### src/rtl/clock_run_controller_pkg.sv
// Shared processor-clocking definitions: run-controller state encodings,
// divisor width and the default divisor constants.
package clock_run_controller_pkg;

  localparam int DIV_W = 28;

  localparam logic [DIV_W-1:0] DEF_DIV0 = 28'd1;
  localparam logic [DIV_W-1:0] DEF_DIV1 = 28'd50_000;
  localparam logic [DIV_W-1:0] DEF_DIV2 = 28'd5_000_000;
  localparam logic [DIV_W-1:0] DEF_DIV3 = 28'd250_000_000;

  typedef enum logic [1:0] {
    ST_IDLE   = 2'd0,
    ST_RUN    = 2'd1,
    ST_STEP   = 2'd2,
    ST_HALTED = 2'd3
  } run_state_e;

  function automatic logic [DIV_W-1:0] div_pick(
    input logic [1:0]       sel,
    input logic [DIV_W-1:0] d0,
    input logic [DIV_W-1:0] d1,
    input logic [DIV_W-1:0] d2,
    input logic [DIV_W-1:0] d3
  );
    logic [DIV_W-1:0] res;
    case (sel)
      2'd0:    res = d0;
      2'd1:    res = d1;
      2'd2:    res = d2;
      default: res = d3;
    endcase
    return res;
  endfunction

endpackage

### src/rtl/clock_tick_counter.sv
// Free-running 28-bit divider counter: counts while enabled, wraps to zero
// and flags a tick when it reaches the terminal value.
module clock_tick_counter
  import clock_run_controller_pkg::*;
(
  input  logic             clk_i,
  input  logic             rst_i,
  input  logic             clear_i,
  input  logic             enable_i,
  input  logic [DIV_W-1:0] terminal_i,
  output logic             tick_o
);

  logic [DIV_W-1:0] cnt_q;
  logic [DIV_W-1:0] cnt_d;

  assign tick_o = enable_i && (cnt_q == terminal_i);

  always_comb begin
    cnt_d = cnt_q;
    if (clear_i) begin
      cnt_d = '0;
    end else if (enable_i) begin
      cnt_d = tick_o ? '0 : cnt_q + 1'b1;
    end
  end

  always_ff @(posedge clk_i or posedge rst_i) begin
    if (rst_i) begin
      cnt_q <= '0;
    end else begin
      cnt_q <= cnt_d;
    end
  end

endmodule

### src/rtl/clock_run_controller.sv
// Processor run/step/halt controller issuing registered one-cycle clock-enable
// pulses at a selectable divided rate, with a running pulse count.
module clock_run_controller
  import clock_run_controller_pkg::*;
#(
  parameter logic [DIV_W-1:0] DIV0 = DEF_DIV0,
  parameter logic [DIV_W-1:0] DIV1 = DEF_DIV1,
  parameter logic [DIV_W-1:0] DIV2 = DEF_DIV2,
  parameter logic [DIV_W-1:0] DIV3 = DEF_DIV3
) (
  input  logic        clock_in,
  input  logic        reset,
  input  logic        run,
  input  logic        step,
  input  logic        halt_req,
  input  logic [1:0]  div_sel,
  output logic        clk_en,
  output logic [1:0]  state,
  output logic        busy,
  output logic [15:0] tick_count
);

  run_state_e       state_q;
  run_state_e       state_d;
  logic [DIV_W-1:0] div_reg_q;
  logic             step_d_q;
  logic             step_armed_q;
  logic             clk_en_q;
  logic             clk_en_d;
  logic [15:0]      tick_count_q;

  logic             step_rise;
  logic             cnt_enable;
  logic             cnt_tick;
  logic [DIV_W-1:0] terminal;

  // The arm flag keeps a step still held high across reset from counting as
  // a new edge; the step must be seen low once first.
  assign step_rise  = step && !step_d_q && step_armed_q;
  assign cnt_enable = (state_q == ST_RUN) && run && !halt_req;
  assign terminal   = div_reg_q - 1'b1;

  clock_tick_counter u_counter (
    .clk_i      (clock_in),
    .rst_i      (reset),
    .clear_i    (!cnt_enable),
    .enable_i   (cnt_enable),
    .terminal_i (terminal),
    .tick_o     (cnt_tick)
  );

  always_comb begin
    state_d  = state_q;
    clk_en_d = 1'b0;
    case (state_q)
      ST_IDLE: begin
        if (run) begin
          state_d = ST_RUN;
        end else if (step_rise) begin
          state_d = ST_STEP;
        end
      end
      ST_RUN: begin
        if (halt_req) begin
          state_d = ST_HALTED;
        end else if (!run) begin
          state_d = ST_IDLE;
        end else begin
          clk_en_d = cnt_tick;
        end
      end
      ST_STEP: begin
        clk_en_d = 1'b1;
        state_d  = halt_req ? ST_HALTED : ST_IDLE;
      end
      ST_HALTED: begin
        if (!run && !step) begin
          state_d = ST_IDLE;
        end
      end
      default: state_d = ST_IDLE;
    endcase
  end

  always_ff @(posedge clock_in or posedge reset) begin
    if (reset) begin
      state_q      <= ST_IDLE;
      div_reg_q    <= DIV0;
      step_d_q     <= 1'b0;
      step_armed_q <= 1'b0;
      clk_en_q     <= 1'b0;
      tick_count_q <= '0;
    end else begin
      state_q      <= state_d;
      step_d_q     <= step;
      step_armed_q <= step_armed_q | ~step;
      clk_en_q     <= clk_en_d;
      if (state_q == ST_IDLE) begin
        div_reg_q <= div_pick(div_sel, DIV0, DIV1, DIV2, DIV3);
      end
      if (clk_en_d) begin
        tick_count_q <= tick_count_q + 16'd1;
      end
    end
  end

  assign clk_en     = clk_en_q;
  assign state      = state_q;
  assign busy       = (state_q != ST_IDLE);
  assign tick_count = tick_count_q;

endmodule

### config.mk
export PLATFORM = sky130hd
export DESIGN_NAME = clock_run_controller
export DESIGN_NICKNAME = d
export VERILOG_FILES = /design/src/rtl/clock_run_controller_pkg.sv /design/src/rtl/clock_tick_counter.sv /design/src/rtl/clock_run_controller.sv
export SDC_FILE = /design/constraint.sdc
export NUM_CORES = 1
export LEC_CHECK = 0
export CAP_MARGIN = 40
export CORE_ASPECT_RATIO = 0.7
export CORE_MARGIN = 4
export CORE_UTILIZATION = 60
export DETAILED_ROUTE_END_ITERATION = 6
export DONT_BUFFER_PORTS = 1
export PLACE_DENSITY = 0.76
export REMOVE_ABC_BUFFERS = 1
export SKIP_CTS_REPAIR_TIMING = 1
export SLEW_MARGIN = 10
export SYNTH_ARGS = -nofsm -noshare
export SYNTH_HDL_FRONTEND = slang
export SYNTH_SLANG_ARGS = --single-unit
### constraint.sdc
create_clock -name clock_in -period 5.5 [get_ports clock_in]
set_input_delay 0.825 -clock clock_in [delete_from_list [all_inputs] [get_ports clock_in]]
set_output_delay 0.825 -clock clock_in [all_outputs]
set_load 0.02 [all_outputs]
==> qor.csv <==
stage;metric;value;unit
outcome;status;complete, no violations;
sta;fin_crit;3.36;ns
die;start_util;0.628;
layout;layout_commonest_cell;dfrtp_1;
setup_path;cp_data_required_time;5.77;ns
yosys;synth_xor_area_frac;0.139;
sta;worst-slew-pin-transition;0.805;ns
yosys;yosysSeqAreaShare;0.428;
layout;layout.cells.non_filler;429;
layout;final_cell_mix;dfrtp_1, nor2_1, xor2_1;
cts;cts.root.buffer_cell;clkbuf_8;
die;die_area;6840;µm²
yosys;yosysWarningCount;0;
global_routing;antenna_found_initial;0;
setup_path;crit_arrival;3.63;ns
yosys;syn_area;3340;µm²
placed_design;place_hpwl;5030;µm
cts;h-tree-depth;3;
yosys;ys_seq_elements;57;
route;wirelength;6860;µm
worst_hold_path;min-delay-start;step_armed_q;
die;io-pin-count;27;
placed_design;place.gp.congestion;0.877;
yosys;synth-edff-count;0;
route;drtIter0Drc;241;
sta;setup_viol;0;
placed_design;post-place-ws;2.19;ns
power;p_leak;1.36;nW
cts;cts_tree;yes;
yosys;yosysTopAreaCellShare;0.420;
yosys;synth_top_family_by_area;simple AND/OR/NAND/NOR gates;
yosys;synthTopCellsByArea;dfrtp_1, xor2_1, nor2_1, xnor2_1, ha_1;
setup_path;end_kind;register;
cts;numCtsBuffers;9;
yosys;synthMuxAreaShare;0.0169;
sta;final-hold-violation-count;0;
die;fp.dieH;70.4;µm
worst_hold_path;hold_class;reg2reg;
sta;rsz0062_at_grt;no;
sta;slew_viol_final;0;
sta;fin_skew;0.0121;ns
yosys;synthCells;357;
setup_path;start_kind;register;
yosys;synth_top_area_cell;dfrtp_1;
layout;area_growth;5.63;%
route;route.detailed.wl_per_inst;16.0;µm
placed_design;place_area;3350;µm²
global_routing;grt_pass1_wl;11900;µm
layout;finalInstanceArea;3520;µm²
setup_path;r2r_end;tick_count[15];
flow_run;maxCapViolCount;0;
die;coreArea;5310;µm²
cts;clk_latency;0.34;ns
cts;clock_sinks;57;
die;fp-row-count;22;
setup_path;crit_type;reg2reg;
route;detail-route-antenna-nets;0;
yosys;yosys.area_share.simple;0.238;
route;viasPerCell;5.79;
cts;cts_buffer_depth;2;
sta;finalCritPeriodShare;0.611;
power;power_density;434;nW/µm²
yosys;synth-compound-area-share;0.0814;
setup_path;r2r-start;div_reg_q[4];
yosys;async_reset_ff_frac;1.00;
global_routing;grt_max_degree;58;
worst_hold_path;whs_endpoint;step_armed_q;
worst_hold_path;hold_path_depth;1;
placed_design;dp.cells;413;
route;first_pass_iters;4;
sta;max-slew-margin-rel;0.463;
layout;n_antenna_cell;0;
yosys;synth_cell_types;50;
layout;drive_gt1_frac;0.0952;
route;dr_total_vias;2486;
die;die_w;97.1;µm
route;drc;0;
yosys;yosys.area_share.adder;0.0450;
global_routing;grt_pass1_vias;2415;
sta;setup-tns-final;0;ns
power;vdd_drop_max;0.000312;V
setup_path;cp_max_fo;17;
sta;max_freq;297;MHz
setup_path;reg2reg_depth;10;
setup_path;ff2ff_setup_slack;2.14;ns
placed_design;io_buffer_count;0;
yosys;avgSynthCellArea;9.34;µm²
yosys;synth-main-ff-cell;dfrtp_1;
cts;clk_pin_slew_worst_paths;0.06;ns
power;power;1.53;mW
global_routing;grt.total_usage;0.220;
global_routing;overflow;0;
sta;setup_ws;2.14;ns
layout;finalNetCount;371;
[per-layer routing]
metal | global-route usage | up-vias | part of all wire
met2 | 0.286 | 75 | 0.41
met4 | 0.0857 | 0 | 0.019
met5 | 0 | - | 0
met3 | 0.0808 | 15 | 0.078
li1 | - | 1219 | -
met1 | 0.326 | 1177 | 0.49
[how the worst max path moves through the flow]
stage	from	to	depth (start not counted)
floorplan	div_reg_q[0]	tick_count[15]	10
global placement	div_reg_q[14]	u_counter.cnt_q[19]	7
detailed placement	div_reg_q[0]	tick_count[15]	10
CTS	div_reg_q[0]	tick_count[15]	10
global route	div_reg_q[4]	tick_count[15]	10
finish	div_reg_q[4]	tick_count[15]	10
[cell type report]
class	count	area, µm²
multi-input combinational	263	1740
timing repair buffer	2	22.5
inverter	19	71.3
fill	428	1790
sequential	57	1430
tap	72	90.1
clock buffer	14	163
clock inverter	2	12.5
[flip-flops by register name (all words and copies together) (netlist names)]
name	cells
u_counter.cnt_q	28
tick_count	16
div_reg_q	8
state	2
clk_en	1
step_armed_q	1
step_d_q	1
[synthesized netlist by cell type, drive strengths merged (3+ instances only)]
cell	count
dfrtp	56
nor2	52
xor2	33
nand2	28
xnor2	20
inv	19
nor3	17
nand3	16
nand4	16
ha	12
clkbuf	11
o21ai	10
a21oi	9
buf	7
mux2	5
nor4	4
and3	3
o31ai	3
[power breakdown]
| group | switching [mW] | leakage, nW | internal [mW] |
|---|---|---|---|
| Sequential | 0.190 | 0.709 | 0.495 |
| Combinational | 0.302 | 0.567 | 0.193 |
| Clock | 0.160 | 0.0867 | 0.188 |
[logic make-up after synthesis]
logic type	Yosys count
AND/OR/NAND/NOR	153
flip-flops	57
XOR/XNOR	53
AO/OA/AOI/OAI	40
buffers and inverters	37
adder cells (fa/ha/maj)	12
multiplexers	5
[stage by stage]
stage               utilization  hold slack [ns]
finish                    0.663            0.475
global route              0.663            0.473
CTS                       0.663            0.484
detailed placement        0.630            0.468
global placement          0.627            0.450
floorplan                     -            0.435
[critical path, cell delays in order (launching register included)]
cell and delay [ns]:
dfrtp_1 0.44, inv_1 0.10, ha_1 0.38, nor4b_1 0.57, xnor2_1 0.19, a21oi_1 0.08
o22ai_1 0.22, nand4_1 0.19, o31a_1 0.59, nor4_4 0.36, xor2_1 0.16
Power figures use the tool's default switching activity.
